===== src/rtl/led_chase_pkg.sv =====
// Shared types and constants for the LED chase controller.
// Holds the FSM state encoding, speed-level limits and the tick period helper.
package led_chase_pkg;

    localparam int SPEED_W = 3;
    localparam logic [SPEED_W-1:0] SPEED_MAX = 3'd7;

    typedef enum logic [1:0] {
        ST_IDLE  = 2'd0,
        ST_RUN   = 2'd1,
        ST_PAUSE = 2'd2
    } state_t;

    // Halving per speed level, floored at one cycle so the fastest levels never stall.
    function automatic int unsigned period_of(input int unsigned base, input logic [SPEED_W-1:0] level);
        int unsigned p;
        p = base >> level;
        return (p == 32'd0) ? 32'd1 : p;
    endfunction

endpackage


===== src/rtl/tick_gen.sv =====
// Free-running period counter: asserts wrap in the cycle the count reaches period-1.
// Latency: wrap is combinational from the counter; the counter itself is registered.
// Backpressure: none; run gates counting, clear forces the count to zero and masks wrap.
module tick_gen
#(
    parameter int CNT_W = 5
)
(
    input  logic             clk_i,
    input  logic             reset_i,
    input  logic             run,
    input  logic             clear,
    input  logic [CNT_W-1:0] period,
    output logic             wrap
);

    localparam logic [CNT_W-1:0] CNT_ONE = CNT_W'(1);

    logic [CNT_W-1:0] cnt_q;
    logic             at_end;

    assign at_end = (cnt_q >= (period - CNT_ONE));
    assign wrap   = run && !clear && at_end;

    always_ff @(posedge clk_i) begin
        if (reset_i) begin
            cnt_q <= '0;
        end else if (clear) begin
            cnt_q <= '0;
        end else if (run) begin
            cnt_q <= at_end ? '0 : cnt_q + CNT_ONE;
        end
    end

endmodule


===== src/rtl/led_chase_ctrl.sv =====
// LED chase controller: run/pause FSM, 8-level speed register and registered advance strobe.
// Latency: enable_o rises one cycle after the counter wrap or an accepted step request.
// Backpressure: none; single-cycle input pulses. Macro LED_CHASE_STEP_EN enables single-step.
module led_chase_ctrl
    import led_chase_pkg::*;
#(
    parameter int unsigned BASE_PERIOD   = 25_000_000,
    parameter int unsigned DEFAULT_SPEED = 2
)
(
    input  logic               clk_i,
    input  logic               reset_i,
    input  logic               run_toggle_i,
    input  logic               faster_i,
    input  logic               slower_i,
    input  logic               step_i,
    output logic               enable_o,
    output logic [SPEED_W-1:0] speed_o,
    output logic [1:0]         state_o
);

    localparam int CNT_W = $clog2(BASE_PERIOD + 1);

    state_t             state_q;
    logic [SPEED_W-1:0] speed_q;
    logic [SPEED_W-1:0] speed_nxt;
    logic               enable_q;
    logic               speed_chg;
    logic               run;
    logic               cnt_clear;
    logic               wrap;
    logic               step_fire;
    logic [CNT_W-1:0]   period;

    // Opposing requests in one cycle cancel; saturated requests are no-ops.
    always_comb begin
        speed_nxt = speed_q;
        if (faster_i && !slower_i && speed_q != SPEED_MAX) begin
            speed_nxt = speed_q + SPEED_W'(1);
        end else if (slower_i && !faster_i && speed_q != '0) begin
            speed_nxt = speed_q - SPEED_W'(1);
        end
    end

    assign speed_chg = (speed_nxt != speed_q);
    assign run       = (state_q == ST_RUN);
    // Outside RUN/PAUSE the count is held at zero, so starting from IDLE always begins a fresh period.
    assign cnt_clear = speed_chg || !(run || state_q == ST_PAUSE);
    assign period    = CNT_W'(period_of(BASE_PERIOD, speed_q));

`ifdef LED_CHASE_STEP_EN
    assign step_fire = step_i && !run_toggle_i && (state_q == ST_PAUSE);
`else
    logic unused_step;
    assign unused_step = step_i;
    assign step_fire   = 1'b0;
`endif

    tick_gen #(
        .CNT_W (CNT_W)
    ) u_tick_gen (
        .clk_i   (clk_i),
        .reset_i (reset_i),
        .run     (run),
        .clear   (cnt_clear),
        .period  (period),
        .wrap    (wrap)
    );

    always_ff @(posedge clk_i) begin
        if (reset_i) begin
            state_q  <= ST_IDLE;
            speed_q  <= SPEED_W'(DEFAULT_SPEED);
            enable_q <= 1'b0;
        end else begin
            speed_q  <= speed_nxt;
            enable_q <= wrap || step_fire;
            case (state_q)
                ST_IDLE:  if (run_toggle_i) state_q <= ST_RUN;
                ST_RUN:   if (run_toggle_i) state_q <= ST_PAUSE;
                ST_PAUSE: if (run_toggle_i) state_q <= ST_RUN;
                default:  state_q <= ST_IDLE;
            endcase
        end
    end

    assign enable_o = enable_q;
    assign speed_o  = speed_q;
    assign state_o  = state_q;

endmodule


===== config.mk =====
export PLATFORM = sky130hd
export DESIGN_NAME = led_chase_ctrl
export DESIGN_NICKNAME = d
export VERILOG_FILES = /design/src/rtl/led_chase_pkg.sv /design/src/rtl/tick_gen.sv /design/src/rtl/led_chase_ctrl.sv
export SDC_FILE = /design/constraint.sdc
export NUM_CORES = 1
export LEC_CHECK = 0
export CORE_ASPECT_RATIO = 2
export CORE_MARGIN = 2
export CORE_UTILIZATION = 55
export DETAILED_ROUTE_END_ITERATION = 10
export PLACE_DENSITY = 0.73
export SETUP_SLACK_MARGIN = 0.5
export SLEW_MARGIN = 15
export SYNTH_ARGS = -nofsm -noshare
export SYNTH_HDL_FRONTEND = slang
export SYNTH_SLANG_ARGS = --single-unit

===== constraint.sdc =====
create_clock -name clk_i -period 3.6 [get_ports clk_i]
set_input_delay 0.9 -clock clk_i [delete_from_list [all_inputs] [get_ports clk_i]]
set_output_delay 0.9 -clock clk_i [all_outputs]
set_load 0.01 [all_outputs]

==> results of run 1 <==
-- Yosys cell counts (all sizes together), types with 3 or more instances --
library cell   n
nand4         18
o2111ai        9
nand2b         3
o21ai         17
a21oi         17
nand3         16
o211ai         4
clkbuf        15
nor3          17
xor2           4
or2            4
and3           3
xnor2         16
nor2          25
a31oi         13
dfxtp         31
nor3b          4
nand2         47
inv           13
ha            43
and4           3
buf            3
a211oi        12
-- cells in the final DEF (no fill, tap or decap), types with 5 or more instances in the layout --
cell             netlist  final
nand2_1               47     44
ha_1                  43     35
dfxtp_1               31     28
nor2_1                25     22
nand4_1               18     18
xnor2_1               16     16
nand3_1               16     15
a21oi_1               17     15
o21ai_0               17     14
nor3_1                14     14
a31oi_1               12     12
buf_4                  0     12
inv_1                 13     11
clkdlybuf4s50_1        0     10
a211oi_1               9      9
o2111ai_1              9      9
clkbuf_8               0      5
-- worst max-delay path by stage --
stage,startpoint,to,slack [ns],cells past startpoint
after floorplan,speed_o[0],u_tick_gen.cnt_q[10],0.50,16
after global placement,speed_o[1],u_tick_gen.cnt_q[24],0.21,16
after detailed placement,speed_o[1],u_tick_gen.cnt_q[24],0.12,16
after CTS,speed_o[1],u_tick_gen.cnt_q[8],0.53,16
after global routing,speed_o[2],u_tick_gen.cnt_q[0],0.41,15
final,speed_o[0],u_tick_gen.cnt_q[8],0.60,16
-- layout make-up --
cell class                 instances  area, um^2
clock buffer                       6        72.6
clock inverter                     2        12.5
fill                             389        1600
inverter                          13        51.3
multi-input combinational        292        2160
sequential                        31         632
tap                               57        71.3
timing repair buffer              27         262
-- cell families (layout without fill, tap and decap cells) --
kind of cell	after synthesis	count (layout)	synth area share [%]
AOI/OAI and AO/OA	77	77	18.5
DFF	31	31	22.4
adders and majority gates	43	43	19.4
xor gates and xnor gates	20	20	6.31
buffers and inverters	31	48	4.55
and+or+nand+nor	148	148	27.3
muxes	4	4	1.53
-- registers in the layout, indices dropped and copies added, names as in the netlist --
signal and flops:
speed_o 3, state_o 2, enable_o 1, u_tick_gen.cnt_q 25
-- layer usage --
| layer | wire [um] | GRT usage [%] | up-vias |
|---|---|---|---|
| met3 | 287 | 4.31 | 26 |
| met4 | 355 | 13.0 | 0 |
| li1 | - | - | 1333 |
| met5 | 0 | 0 | - |
| met2 | 4080 | 47.8 | 79 |
| met1 | 2760 | 29.9 | 1309 |
-- worst max-delay path, cell delays in order (launching register included) --
cell and delay [ns]:
dfxtp_4 0.39, inv_4 0.07, ha_2 0.20, ha_4 0.18, nor2_4 0.10, and2_4 0.17
nand4_1 0.12, xnor2_1 0.17, o21ai_1 0.08, ha_1 0.28, and4_4 0.21, nor4b_4 0.25
nand2_1 0.11, and3_4 0.21, buf_8 0.15, nand4_1 0.09, a31oi_1 0.07
-- what timing repair did --
action | 4_1_cts | 5_1_grt
setup endpoints to repair | 26 | 26
gates cloned | 0 | 1
setup buffers | 3 | 4
hold buffers | 0 | 0
pin swaps | 0 | 4
resized for setup | 14 | 32
-- power breakdown --
group,internal [mW],switching (mW)
sequential,0.352,0.0177
clock,0.135,0.145
combinational,0.183,0.227
total,0.669,0.390
==> impl_metrics.env, run 1 <==
export IMPL_vias=2747
export IMPL_setup_viol=0
export IMPL_r2r_start="speed_o[0]"
export IMPL_drt_initial_drc_count=81
export IMPL_worstSetupPathType="register to register"
export IMPL_fin_crit_sh_pct=83.4
export IMPL_cp_max_fo=14
export IMPL_drv_cap=0
export IMPL_routed_wl_um=7490
export IMPL_ys_async_sr_fraction_pct=0
export IMPL_yosysTopAreaCellShare_pct=22.4
export IMPL_start_util_pct=57.0
export IMPL_antenna_found_initial=0
export IMPL_outcome="finished, final reports clean"
export IMPL_crit_required_ns=3.76
export IMPL_p_per_area_nw_per_um2=325
export IMPL_io_pins=12
export IMPL_grt_pass1_vias=2521
export IMPL_instances_no_fill=428
export IMPL_ir_drop_v=0.000256
export IMPL_p_total_mw=1.06
export IMPL_final_util_pct=67.1
export IMPL_io_buffers=10
export IMPL_cts_root_buf="clkbuf_8"
export IMPL_hpwlAfterDp_um=5160
export IMPL_synth_cell_types=39
export IMPL_hp_start="u_tick_gen.cnt_q[0]"
export IMPL_n_antenna_cell=0
export IMPL_fp_dieArea_um2=5660
export IMPL_grt_use_total_pct=27.4
export IMPL_synth_seq_cells=31
export IMPL_synth_nets=403
export IMPL_final_area_um2=3260
export IMPL_worst_slack_ns=0.598
export IMPL_dp_cells=412
export IMPL_cts_sinks=31
export IMPL_reg2reg_to="u_tick_gen.cnt_q[8]"
export IMPL_rsz0062_at_grt="no"
export IMPL_core_area_um2=4860
export IMPL_slew_headroom_pct=52.9
export IMPL_synth_seq_area_share_pct=22.4
export IMPL_final_max_slew_viol_count=0
export IMPL_final_antenna_net_count=0
export IMPL_grt_max_degree=25
export IMPL_hold_path_class="register to register"
export IMPL_hold_viol_final=0
export IMPL_cts_buffers=5
export IMPL_min_delay_worst_endpoint="u_tick_gen.cnt_q[0]"
export IMPL_area_delta_synth_final_pct=17.6
export IMPL_min_path_cells=2
export IMPL_postSynthAreaPerCell_um2=7.84
export IMPL_overflow=0
export IMPL_drc=0
export IMPL_fmax_mhz=333
export IMPL_die_x_um=54.2
export IMPL_die_y_um=104
export IMPL_clock_skew_final_ns=0.00800
export IMPL_worst_pin_slew_ns=0.705
export IMPL_pre_cts_ws_ns=0.121
export IMPL_finalCriticalPeriod_ns=3.00
export IMPL_clkTransAtPathRegs_ns=0.07
export IMPL_ys_flop_type="dfxtp_1"
export IMPL_r2r_slack_ns=0.60
export IMPL_cp_start_kind="register"
export IMPL_synth_top_cell_by_area="dfxtp_1"
export IMPL_firstDrtPassIters=4
export IMPL_clkLatencyLatePin_ns=0.30
export IMPL_finalSetupTns_ns=0
export IMPL_syn_cell_area_um2=2780
export IMPL_hold_ws_ns=0.524
export IMPL_rows=36
export IMPL_cp_arrival_ns=3.16
export IMPL_cts_buffer_depth=2
export IMPL_synth_edf_count=0
export IMPL_nets=419
export IMPL_cts_tree="yes"
export IMPL_p_leak_nw=1.19
export IMPL_syn_instance_count=354
export IMPL_viasPerCell=6.42
export IMPL_htreeDepth=2
export IMPL_ys_warn_count=0
export IMPL_rr_worst_depth=16
export IMPL_grt_pass1_wl_um=11600
export IMPL_place_gp_congestion=0.943
export IMPL_end_kind="register"
export IMPL_drive_gt1_share_pct=18.3
export IMPL_netlist_top_cells_area="dfxtp_1, ha_1, nand2_1"
export IMPL_dpl_instance_area_um2=2950
export IMPL_wire_per_inst_um=17.5
Note: power is estimated with default switching activity, not from simulation.
==> inputs of run 2 (changes only) <==
--- a/config.mk
+++ b/config.mk
@@ -9,7 +9,7 @@
 export CORE_MARGIN = 2
 export CORE_UTILIZATION = 55
 export DETAILED_ROUTE_END_ITERATION = 10
-export PLACE_DENSITY = 0.73
+export PLACE_DENSITY = 0.76
 export SETUP_SLACK_MARGIN = 0.5
 export SLEW_MARGIN = 15
 export SYNTH_ARGS = -nofsm -noshare
==> constraint.sdc (replaced) <==
create_clock -name clk_i -period 2.6 [get_ports clk_i]
set_input_delay 0.65 -clock clk_i [delete_from_list [all_inputs] [get_ports clk_i]]
set_output_delay 0.65 -clock clk_i [all_outputs]
set_load 0.01 [all_outputs]
==> run 2 against run 1 <==
Against the previous run:
- the flow now finishes with violations (negative setup slack)
- sequential power is 38% higher
- critical path depth did not move
- sequential share of layout area decreased by 2.5 points
- core utilization increased by 9.8 points
- fmax is 2.9% higher
- wire length grew 12%
- count of clock-buffer cells in the layout is the same
- non-clock buffer count is 40 higher
- design area rose by 15%
- global-route usage increased by 2.6 points
- combinational power rose by 83%
- clock power increased by 41%
- critical endpoint is now u_tick_gen.cnt_q[12]
- largest cell class unchanged
==> impl_metrics.env, run 2 (synthesis gave the netlist of run 1 again) <==
export IMPL_place_gp_congestion=0.871
export IMPL_htreeDepth=2
export IMPL_regMostFlops="u_tick_gen.cnt_q"
export IMPL_final_max_slew_viol_count=0
export IMPL_cts_buffer_depth=2
export IMPL_cts_root_buf="clkbuf_8"
export IMPL_violations="negative setup slack"
export IMPL_crit_family="simple AND/OR/NAND/NOR gates"
export IMPL_grt_max_degree=17
export IMPL_wire_per_inst_um=18.0
export IMPL_drt_initial_drc_count=95
export IMPL_crit_top_cell="ha_2"
export IMPL_hold_path_class="register to register"
export IMPL_dp_cells=454
export IMPL_rsz0062_at_grt="yes"
export IMPL_routed_wl_um=8400
export IMPL_hpwlAfterDp_um=5790
export IMPL_cp_start_kind="register"
export IMPL_die_y_um=104
export IMPL_cts_tree="yes"
export IMPL_hp_start="u_tick_gen.cnt_q[0]"
export IMPL_crit_required_ns=2.79
export IMPL_layout_commonest_cell="buf_4"
export IMPL_largest_reg_flops=25
export IMPL_grt_pass1_wl_um=12900
export IMPL_drv_cap=0
export IMPL_overflow=0
export IMPL_viasPerCell=6.32
export IMPL_final_area_um2=3740
export IMPL_antenna_found_initial=0
export IMPL_die_x_um=54.2
export IMPL_pre_cts_ws_ns=-0.355
export IMPL_clkTransAtPathRegs_ns=0.08
export IMPL_rows=36
export IMPL_finalCriticalPeriod_ns=2.92
export IMPL_drc=0
export IMPL_p_leak_nw=1.43
export IMPL_slew_headroom_pct=63.7
export IMPL_io_buffers=10
export IMPL_worst_slack_ns=-0.316
export IMPL_path_cells="buf_6 -> ha_2 -> nand2_2 -> ha_2 -> nand3_4 -> nor3_4 -> o21ai_1 -> nand2b_1 -> ha_4 -> and4_1 -> nor4b_4 -> nand2_1 -> and3_4 -> clkbuf_16 -> nand4_1 -> a31oi_1"
export IMPL_firstDrtPassIters=4
export IMPL_fmax_mhz=343
export IMPL_final_cell_mix="buf_4, nand2_1, ha_1"
export IMPL_p_per_area_nw_per_um2=442
export IMPL_critPathLaunch="speed_o[1]"
export IMPL_instances_no_fill=468
export IMPL_cp_arrival_ns=3.10
export IMPL_start_util_pct=57.0
export IMPL_rr_worst_depth=16
export IMPL_r2r_start="speed_o[1]"
export IMPL_worst_pin_slew_ns=0.543
export IMPL_cts_sinks=31
export IMPL_vias=2958
export IMPL_grt_pass1_vias=2829
export IMPL_worstSetupPathType="register to register"
export IMPL_io_pins=12
export IMPL_setup_viol=26
export IMPL_fp_dieArea_um2=5660
export IMPL_cp_slowest_cell="dfxtp_4"
export IMPL_nets=459
export IMPL_area_delta_synth_final_pct=34.9
export IMPL_outcome="complete, but fails checks"
export IMPL_min_path_cells=2
export IMPL_fin_crit_sh_pct=112
export IMPL_grt_use_total_pct=29.9
export IMPL_worst_path_stages=16
export IMPL_cts_buffers=5
export IMPL_drive_gt1_share_pct=30.2
export IMPL_end_kind="register"
export IMPL_clock_skew_final_ns=0.00640
export IMPL_final_antenna_net_count=0
export IMPL_core_area_um2=4860
export IMPL_nFillCells=322
export IMPL_dpl_instance_area_um2=3370
export IMPL_path_buf_inv=2
export IMPL_hold_viol_final=0
export IMPL_n_antenna_cell=0
export IMPL_ir_drop_v=0.000431
export IMPL_cp_max_fo=6
export IMPL_clkLatencyLatePin_ns=0.29
export IMPL_slowest_delay_ns=0.41
==> run 2: report_power, final <==
| group | total (mW) | internal [mW] | leakage, nW | switching, mW |
|---|---|---|---|---|
| Clock | 0.394 | 0.188 | 0.0455 | 0.206 |
| Combinational | 0.752 | 0.359 | 1.13 | 0.393 |
| Sequential | 0.509 | 0.487 | 0.252 | 0.0226 |
| Total | 1.66 | 1.03 | 1.43 | 0.622 |
==> run 2: worst paths after layout <==
| path | to | slack [ns] |
|---|---|---|
| setup / recovery | u_tick_gen.cnt_q[12] | -0.32 |
| hold / removal | u_tick_gen.cnt_q[0] | 0.53 |
| setup reg to reg | u_tick_gen.cnt_q[12] | -0.32 |
| hold reg to reg | u_tick_gen.cnt_q[0] | 0.53 |
==> run 2: cell type report <==
class                           instances  area (um^2)  area share [%]
Clock buffer                            6         72.6            1.94
Clock inverter                          2         11.3           0.301
Inverter                               13         60.1            1.60
Multi-Input combinational cell        292         2280            61.0
Sequential cell                        31          632            16.9
Tap cell                               57         71.3            1.91
Timing Repair Buffer                   67          613            16.4
==> run 2: tightest hold or removal path, stage by stage (launching register included) <==
cell,delay [ns]
dfxtp_1,0.35
nand2_1,0.08
a21oi_1,0.06
==> run 2: per-layer routing <==
layer  vias to the layer above  track usage [%]  share of wire [%]
met5                         -                0                  0
li1                       1421                -                  -
met1                      1418             31.6                 37
met4                         0             12.5                3.8
met2                        89             54.8                 56
met3                        30             3.59                3.5
==> run 2: what timing repair did <==
item / 4_1_cts / 5_1_grt
gates resized for setup: 36 / 16
setup buffers: 5 / 0
hold buffers: 0 / 0
gates cloned: 0 / 1
setup endpoints to repair: 26 / 26
pin swaps: 4 / 6
==> run 2: through the flow <==
step                      TNS, ns  util [%]  total power, mW  hold slack, ns
final                       -7.29      76.9             1.66           0.529
after global routing        -9.77      76.9             1.73           0.540
after CTS                   -4.58      74.6             1.59           0.524
after detailed placement    -8.24      69.2             1.14           0.513
after global placement      -6.63      69.2             1.11           0.494
after floorplan             -5.64         -            0.897           0.480
==> inputs of run 3 (changes only) <==
--- a/config.mk
+++ b/config.mk
@@ -14,4 +14,5 @@
 export SLEW_MARGIN = 15
 export SYNTH_ARGS = -nofsm -noshare
 export SYNTH_HDL_FRONTEND = slang
+export SYNTH_HIERARCHICAL = 1
 export SYNTH_SLANG_ARGS = --single-unit
==> run 3 against run 2 <==
Against the previous run:
- the flow still finishes with violations (negative setup slack)
- global-route usage is 2.2 points higher
- critical endpoint is now u_tick_gen/cnt_q[3]
- fmax down 30%
- core utilization grew 3.1 points
- register-to-register slack worse by 1.2 ns
- largest cell class unchanged
- clock skew is 0.0047 ns higher
- synthesized area is 0.14% higher
- setup slack lost 1.2 ns
- wire length down 1.9%
- count of clock-buffer cells in the layout is 1 lower
- highest routed layer unchanged
- clock power rose by 28%
==> impl_metrics.env, run 3 <==
export IMPL_final_antenna_net_count=0
export IMPL_finalCriticalPeriod_ns=4.14
export IMPL_nFillCells=314
export IMPL_crit_required_ns=2.85
export IMPL_hpwlAfterDp_um=6190
export IMPL_multi_input_area_um2=2300
export IMPL_hold_path_class="register to register"
export IMPL_fp_dieArea_um2=5670
export IMPL_pre_cts_ws_ns=-1.59
export IMPL_grt_pass1_vias=2998
export IMPL_die_x_um=54.3
export IMPL_cts_sinks=31
export IMPL_synth_cell_types=55
export IMPL_wire_per_inst_um=17.2
export IMPL_setup_viol=26
export IMPL_violations="negative setup slack"
export IMPL_p_per_area_nw_per_um2=630
export IMPL_drive_gt1_share_pct=35.5
export IMPL_vias=2797
export IMPL_n_antenna_cell=0
export IMPL_cp_start_kind="register"
export IMPL_postSynthAreaPerCell_um2=8.20
export IMPL_synth_top_cell_by_area="dfxtp_1"
export IMPL_yosysTopAreaCellShare_pct=22.3
export IMPL_worst_pin_slew_ns=0.394
export IMPL_syn_cell_area_um2=2780
export IMPL_ys_warn_count=6
export IMPL_fin_crit_sh_pct=159
export IMPL_fmax_mhz=241
export IMPL_p_leak_nw=1.50
export IMPL_final_max_slew_viol_count=0
export IMPL_overflow=0
export IMPL_synth_seq_cells=31
export IMPL_synth_edf_count=0
export IMPL_clock_skew_final_ns=0.0111
export IMPL_instances_no_fill=479
export IMPL_grt_max_degree=13
export IMPL_grt_pass1_wl_um=13400
export IMPL_firstDrtPassIters=4
export IMPL_drv_cap=0
export IMPL_end_kind="register"
export IMPL_ys_flop_type="dfxtp_1"
export IMPL_netlist_top_cells_area="dfxtp_1, ha_1, xnor2_1"
export IMPL_start_util_pct=57.1
export IMPL_synth_most_common_cell="ha_1"
export IMPL_io_pins=12
export IMPL_finalSetupTns_ns=-37.97
export IMPL_slowest_delay_ns=0.45
export IMPL_worst_slack_ns=-1.54
export IMPL_outcome="complete, but fails checks"
export IMPL_synth_nets=384
export IMPL_dp_cells=463
export IMPL_regMostFlops="u_tick_gen/cnt_q"
export IMPL_slew_headroom_pct=73.5
export IMPL_ir_drop_v=0.000597
export IMPL_core_area_um2=4860
export IMPL_rows=36
export IMPL_layout_commonest_cell="buf_4"
export IMPL_io_buffers=10
export IMPL_drt_initial_drc_count=79
export IMPL_register_area_um2=632
export IMPL_routed_wl_um=8250
export IMPL_final_cell_mix="buf_4, ha_1, xnor2_1"
export IMPL_path_buf_inv=3
export IMPL_drc=0
export IMPL_cp_max_fo=6
export IMPL_path_cells="inv_6 -> ha_4 -> and2_4 -> inv_4 -> ha_4 -> or4b_4 -> or3_4 -> or3_4 -> nor3_2 -> xnor2_1 -> ha_1 -> nand4_1 -> nor2_1 -> a221oi_2 -> o2111ai_2 -> buf_4 -> or3_4 -> a21oi_2"
export IMPL_synth_seq_area_share_pct=22.3
export IMPL_cp_arrival_ns=4.39
export IMPL_die_y_um=105
export IMPL_htreeDepth=2
export IMPL_synthTopCellsByCount="ha_1, nor3_1, xnor2_1"
export IMPL_clkTransAtPathRegs_ns=0.08
export IMPL_syn_instance_count=339
export IMPL_antenna_found_initial=0
export IMPL_crit_top_cell="or3_4"
export IMPL_cts_tree="yes"
export IMPL_nets=466
export IMPL_hold_viol_final=0
export IMPL_cp_slowest_cell="or4b_4"
export IMPL_cts_buffer_depth=2
export IMPL_cts_buffers=5
export IMPL_rsz0062_at_grt="yes"
export IMPL_grt_use_total_pct=32.1
export IMPL_cts_root_buf="clkbuf_8"
export IMPL_largest_reg_flops=25
export IMPL_ys_async_sr_fraction_pct=0
export IMPL_viasPerCell=5.84
export IMPL_hold_buffers=0
export IMPL_place_gp_congestion=0.931
export IMPL_crit_family="simple AND/OR/NAND/NOR gates"
export IMPL_clkLatencyLatePin_ns=0.31
export IMPL_worstSetupPathType="register to register"
export IMPL_area_delta_synth_final_pct=40.1
-- run 3: changes by cell type in the layout (fill, tap and decap cells not counted), moves of 5 or more --
cell       delta
buf_4        +23
a211oi_2      -9
nand2_1      -21
xor2_1        +9
o21ai_0       -5
o2111ai_1     -8
a31oi_1      -11
nor3_2       +19
nor2_1        +7
xnor2_1      +18
nand4_1       -7
-- run 3: path summary, 6_finish.rpt --
path	startpoint	end	slack, ns	cells after the start
hold / removal	u_tick_gen/cnt_q[2]	u_tick_gen/cnt_q[2]	0.55	2
setup reg to reg	speed_o[0]	u_tick_gen/cnt_q[3]	-1.54	18
setup / recovery	speed_o[0]	u_tick_gen/cnt_q[3]	-1.54	18
hold reg to reg	u_tick_gen/cnt_q[2]	u_tick_gen/cnt_q[2]	0.55	2
-- run 3: cells by family after synthesis --
family | count (synthesis) | synth area share, %
buffers and inverters | 25 | 3.60
multiplexers | 4 | 1.71
AND/OR/NAND/NOR | 155 | 30.9
flip-flops | 31 | 22.3
AO/OA/AOI/OAI | 40 | 9.68
adder cells (fa/ha/maj) | 39 | 17.6
XOR/XNOR | 45 | 14.2
-- run 3: where the power goes --
group          total (mW)  internal, mW  switching (mW)
Clock               0.506         0.285           0.221
Sequential          0.536         0.496          0.0403
Combinational        1.41         0.715           0.695
-- run 3: layout make-up --
type	count	share of cell area, %
multi-input cells	283	59.0
repair buffers	85	18.3
flip-flops and latches	31	16.2
inverters	15	1.83
well taps	57	1.83
clock buffers	5	1.77
clock inverters	3	1.12
-- run 3: stage by stage --
| step | total power, mW | hold WS, ns | area (um^2) | util [%] |
|---|---|---|---|---|
| finish | 2.45 | 0.545 | 3890 | 80.0 |
| floorplan | 1.27 | 0.485 | 2980 | - |
| detailed placement | 1.86 | 0.522 | 3600 | 74.1 |
| global route | 2.60 | 0.579 | 3890 | 80.0 |
| CTS | 2.42 | 0.542 | 3850 | 79.2 |
| global placement | 1.82 | 0.509 | 3600 | 74.1 |
-- run 3: routing by layer --
metal	GRT usage (%)	share of wire, %	wire length [um]	vias up
met5	0	0	0	-
met4	25.4	7.6	627	0
met3	7.04	3.4	280	43
met2	55.9	56	4640	75
met1	29.1	33	2700	1307
li1	-	-	-	1372
-- run 3: timing repair --
| action | in CTS | in global routing |
|---|---|---|
| setup buffers | 7 | 0 |
| cloned | 1 | 0 |
| resized for setup | 18 | 10 |
| pin swaps | 7 | 0 |
| setup endpoints to repair | 27 | 26 |
-- run 3: tightest hold or removal path: cells and delay by family, from the launching register on --
| kind | cells | cell delay (ns) |
|---|---|---|
| AOI/OAI and AO/OA | 1 | 0.06 |
| DFF | 1 | 0.36 |
| and+or+nand+nor | 1 | 0.09 |
